`src/rtl/mem_arbiter.sv`:
```
// Two-requester round-robin arbiter in front of one single-port memory.
// Grants are combinational in IDLE; each transaction ends with a one-cycle rvalid pulse from RESP.
module mem_arbiter #(
  parameter int AW      = 32,
  parameter int DW      = 32,
  parameter int TIMEOUT = 255
) (
  input  logic          clk,
  input  logic          rst,
  input  logic          m0_req,
  input  logic          m0_we,
  input  logic [AW-1:0] m0_addr,
  input  logic [DW-1:0] m0_wdata,
  output logic          m0_gnt,
  output logic          m0_rvalid,
  output logic [DW-1:0] m0_rdata,
  input  logic          m1_req,
  input  logic          m1_we,
  input  logic [AW-1:0] m1_addr,
  input  logic [DW-1:0] m1_wdata,
  output logic          m1_gnt,
  output logic          m1_rvalid,
  output logic [DW-1:0] m1_rdata,
  output logic          err,
  output logic          mem_en,
  output logic          mem_we,
  output logic [AW-1:0] mem_addr,
  output logic [DW-1:0] mem_wdata,
  input  logic [DW-1:0] mem_rdata,
  input  logic          mem_ready
);

  localparam logic [7:0] TIMEOUT_C = 8'(TIMEOUT);

  typedef enum logic [1:0] {
    S_IDLE   = 2'd0,
    S_ACCESS = 2'd1,
    S_RESP   = 2'd2
  } state_e;

  state_e        state_q, state_d;
  logic          owner_q, owner_d;
  logic          last_q, last_d;
  logic          we_q, we_d;
  logic [AW-1:0] addr_q, addr_d;
  logic [DW-1:0] wdata_q, wdata_d;
  logic [7:0]    wait_q, wait_d;
  logic          err_q, err_d;
  logic [DW-1:0] rdata0_q, rdata0_d;
  logic [DW-1:0] rdata1_q, rdata1_d;
  logic          win_s;
  logic          gnt0_s;
  logic          gnt1_s;
  logic          done_s;
  logic [DW-1:0] capture_s;

  // Round-robin pick: on a tie the port not served last wins (1 = port 1).
  always_comb begin
    win_s = 1'b0;
    if (m0_req && m1_req) begin
      win_s = ~last_q;
    end else if (m1_req) begin
      win_s = 1'b1;
    end else begin
      win_s = 1'b0;
    end
  end

  // Next-state, capture and grant logic for the IDLE/ACCESS/RESP sequence.
  always_comb begin
    state_d   = state_q;
    owner_d   = owner_q;
    last_d    = last_q;
    we_d      = we_q;
    addr_d    = addr_q;
    wdata_d   = wdata_q;
    wait_d    = wait_q;
    err_d     = err_q;
    rdata0_d  = rdata0_q;
    rdata1_d  = rdata1_q;
    gnt0_s    = 1'b0;
    gnt1_s    = 1'b0;
    done_s    = 1'b0;
    capture_s = {DW{1'b0}};
    case (state_q)
      S_IDLE: begin
        if (m0_req || m1_req) begin
          state_d = S_ACCESS;
          owner_d = win_s;
          gnt0_s  = ~win_s;
          gnt1_s  = win_s;
          wait_d  = 8'd0;
          err_d   = 1'b0;
          if (win_s) begin
            we_d    = m1_we;
            addr_d  = m1_addr;
            wdata_d = m1_wdata;
          end else begin
            we_d    = m0_we;
            addr_d  = m0_addr;
            wdata_d = m0_wdata;
          end
        end else begin
          state_d = S_IDLE;
        end
      end
      S_ACCESS: begin
        // A ready in the last allowed cycle still counts as a normal completion.
        if (mem_ready) begin
          state_d   = S_RESP;
          err_d     = 1'b0;
          done_s    = 1'b1;
          capture_s = we_q ? {DW{1'b0}} : mem_rdata;
        end else if ((wait_q + 8'd1) == TIMEOUT_C) begin
          state_d   = S_RESP;
          err_d     = 1'b1;
          done_s    = 1'b1;
          capture_s = {DW{1'b0}};
        end else begin
          wait_d = wait_q + 8'd1;
        end
        if (done_s && owner_q) begin
          rdata1_d = capture_s;
        end else if (done_s) begin
          rdata0_d = capture_s;
        end else begin
          rdata0_d = rdata0_q;
        end
      end
      S_RESP: begin
        last_d  = owner_q;
        state_d = S_IDLE;
      end
      default: begin
        state_d = S_IDLE;
      end
    endcase
  end

  // State and datapath registers; reset leaves port 1 as last served so port 0 wins the first tie.
  always_ff @(posedge clk or negedge rst) begin
    if (!rst) begin
      state_q  <= S_IDLE;
      owner_q  <= 1'b0;
      last_q   <= 1'b1;
      we_q     <= 1'b0;
      addr_q   <= {AW{1'b0}};
      wdata_q  <= {DW{1'b0}};
      wait_q   <= 8'd0;
      err_q    <= 1'b0;
      rdata0_q <= {DW{1'b0}};
      rdata1_q <= {DW{1'b0}};
    end else begin
      state_q  <= state_d;
      owner_q  <= owner_d;
      last_q   <= last_d;
      we_q     <= we_d;
      addr_q   <= addr_d;
      wdata_q  <= wdata_d;
      wait_q   <= wait_d;
      err_q    <= err_d;
      rdata0_q <= rdata0_d;
      rdata1_q <= rdata1_d;
    end
  end

  // Grants are gated by reset so a held request cannot leak a grant while reset is low.
  assign m0_gnt    = gnt0_s & rst;
  assign m1_gnt    = gnt1_s & rst;
  assign m0_rvalid = (state_q == S_RESP) & ~owner_q;
  assign m1_rvalid = (state_q == S_RESP) & owner_q;
  assign err       = (state_q == S_RESP) & err_q;
  assign m0_rdata  = rdata0_q;
  assign m1_rdata  = rdata1_q;
  assign mem_en    = (state_q == S_ACCESS);
  assign mem_we    = (state_q == S_ACCESS) & we_q;
  assign mem_addr  = addr_q;
  assign mem_wdata = wdata_q;

endmodule

```
`config.mk`:
```
export PLATFORM = sky130hd
export DESIGN_NAME = mem_arbiter
export DESIGN_NICKNAME = d
export VERILOG_FILES = /design/src/rtl/mem_arbiter.sv
export SDC_FILE = /design/constraint.sdc
export NUM_CORES = 1
export LEC_CHECK = 0
export ABC_AREA = 1
export CORE_ASPECT_RATIO = 0.9
export CORE_MARGIN = 4
export CORE_UTILIZATION = 45
export CTS_CLUSTER_DIAMETER = 40
export DETAILED_ROUTE_END_ITERATION = 7
export HOLD_SLACK_MARGIN = 0.08
export PLACE_DENSITY_LB_ADDON = 0.2
export RECOVER_POWER = 50
export SKIP_CTS_REPAIR_TIMING = 1
export SYNTH_ARGS = -nofsm -noshare
export SYNTH_HDL_FRONTEND = slang
export SYNTH_SLANG_ARGS = --single-unit
```
`constraint.sdc`:
```
create_clock -name clk -period 2.5 [get_ports clk]
set_input_delay 0.5 -clock clk [delete_from_list [all_inputs] [get_ports clk]]
set_output_delay 0.5 -clock clk [all_outputs]
set_load 0.03 [all_outputs]
```
==> qor.csv <==
metric,value,unit
status,"finished, violations left",
failing checks,"max-capacitance violations, max-slew violations",
row count,41,
endpoints failing setup,0,
fmax,422,MHz
required time of the critical path,2000,ps
pwr dens,1270,mW/mm^2
first-pass GRT wire length,35400,um
"Reg clk slew, reported paths",60,ps
Synth Warn #,0,
most frequent cells in the layout,"clkdlybuf4s50_1, nand2_1, dfrtp_1",
1st-pass router iterations,5,
LEAKAGE,4.96,nW
fin crit period,2370,ps
Clock Tree Root,clkbuf_16,
antenna violations before repair,1,
Max Cap Violations,1,
Final Hold Viols,0,
gr ovfl total,0,
DRC,0,
async set-or-reset flop fraction in the synthesized netlist,1.00,
port bufs,301,
setup total negative slack,0,ps
startpoint types,input port,
Critical Path AT,1870,ps
Storage cell area,0.00355,sq mm
worst slew pin tran,1940,ps
Core Area,0.0142,sq mm
layout cells sized above 1,0.0539,
area occupied by multi-input gates,0.00264,sq mm
Total GRT Usage,0.272,
syn avg cell area,8.01,sq um
mapped cell area,0.00663,sq mm
"EDFF count, synth",0,
Cell variety after synth,23,
Slew HR,-0.294,
vias,6762,
worst min-delay path class,reg2reg,
Ports,302,
HPWL after DPL,15800,um
DR iter-0 viols,415,
chip width,136,um
Fillers,1121,
peak supply drop,0.739,mV
Die Span Y,123,um
RSZ-0062 raised after global routing,false,
drt via density,5.17,
Placed Instances,1275,
"most common cell after layout, fill and taps aside",clkdlybuf4s50_1,
drt wl/cell,17.3,um
initial core utilization,0.466,
fin cells,1308,
period utilization,0.948,
top_reg_cell synth,dfrtp_1,
Layout Skew,8.29,ps
H-Tree Depth,4,
vias in the first global route,6692,
Syn Inst Count,827,
sequential area share after synthesis,0.536,
largest net degree at the start of global routing,143,
Worst-Skew Late Latency,420,ps
routability congestion estimate from global placement,0.874,
area growth from synthesis to layout,56.9,%
clk buf depth,2,
#FFs+latches synth,142,
Syn Nets,996,
critical path class,in2out,
"antenna viol nets, final",0,
CTS tree,yes,
Crit Path Max Fanout,4,
Worst setup EP type,output pin,
CTS Buf Count,17,
net count reported at finish,1270,
Sink Count,142,
max-slew violation count,143,
detailed-route wire length,22700,um
die area,0.0167,sq mm
==> report_power, final <==
part           switching [W]  total [W]  internal [W]
registers           0.000559    0.00383       0.00327
logic                0.00425    0.00669       0.00244
clock network       0.000959    0.00263       0.00167
total                0.00577     0.0132       0.00739
==> Yosys cell counts (all sizes together), types with 2 or more instances <==
| cell | n | area [sq um] |
|---|---|---|
| nand2 | 234 | 888 |
| dfrtp | 141 | 3530 |
| nor2 | 93 | 357 |
| nand3 | 86 | 450 |
| o21ai | 85 | 425 |
| nand4 | 67 | 419 |
| clkbuf | 47 | 176 |
| inv | 46 | 173 |
| buf | 15 | 104 |
| nor3 | 3 | 15.0 |
| a21oi | 2 | 10.0 |
| clkinv | 2 | 7.51 |
| ha | 2 | 25.0 |
==> layer usage <==
| metal | share of wire | vias up | track usage | wire (um) |
|---|---|---|---|---|
| met4 | 0.031 | 0 | 0.105 | 711 |
| met2 | 0.48 | 258 | 0.442 | 11000 |
| met1 | 0.40 | 3181 | 0.336 | 9100 |
| met5 | 0 | - | 0 | 0 |
| met3 | 0.083 | 43 | 0.0952 | 1890 |
| li1 | - | 3280 | - | - |
==> worst max-delay path, cell delays in order <==
cell and delay [ps]:
clkdlybuf4s50_1 510, nor2_1 110, nor3_4 270, inv_2 90, nor3_1 170, buf_4 210
==> worst paths after layout <==
kind | startpoint | to | slack [ps] | cells after the start
setup / recovery | m0_req | m0_gnt | 130 | 6
hold / removal | m0_rdata[4] | m0_rdata[4] | 460 | 2
setup reg to reg | last_q | mem_wdata[10] | 240 | 5
hold reg to reg | m0_rdata[4] | m0_rdata[4] | 460 | 2
max in group asynchronous | rst | wait_q[1] | 520 | 2
min in group asynchronous | rst | mem_wdata[15] | 750 | 2
==> registers in the layout, indices dropped and copies added, names as in the netlist <==
name       count
err_q          1
mem_addr      32
owner_q        1
state_q        2
mem_wdata     32
m1_rdata      32
we_q           1
last_q         1
m0_rdata      32
wait_q         8
==> stage by stage <==
step           hold WS [ps]  utilization  total power, W  area (sq um)  worst slack (ps)
2_1_floorplan           204            -         0.00754          6630               139
3_3_place_gp            454        0.689          0.0105          9790              71.6
3_5_place_dp            458        0.689          0.0106          9790             -32.3
4_1_cts                 284        0.731          0.0133         10400              3.48
5_1_grt                 487        0.732          0.0138         10400              24.6
6_report                462        0.732          0.0132         10400               129
==> cells by family (layout without fill, tap and decap cells) <==
logic type / after synthesis / after routing / share of synthesized area
AND/OR/NAND/NOR: 484 / 484 / 0.323
buffers and inverters: 110 / 397 / 0.0695
flip-flops: 142 / 142 / 0.536
AO/OA/AOI/OAI: 89 / 89 / 0.0678
other: 0 / 1 / 0
adder cells (fa/ha/maj): 2 / 2 / 0.00378
==> layout make-up <==
type,count,share of cell area
multi-input cells,575,0.253
inverters,48,0.0173
clock buffers,26,0.0480
well taps,193,0.0232
clock inverters,6,0.0101
repair buffers,317,0.306
diodes,1,0.000241
flip-flops and latches,142,0.342
Note: power is estimated with default switching activity, not from simulation.
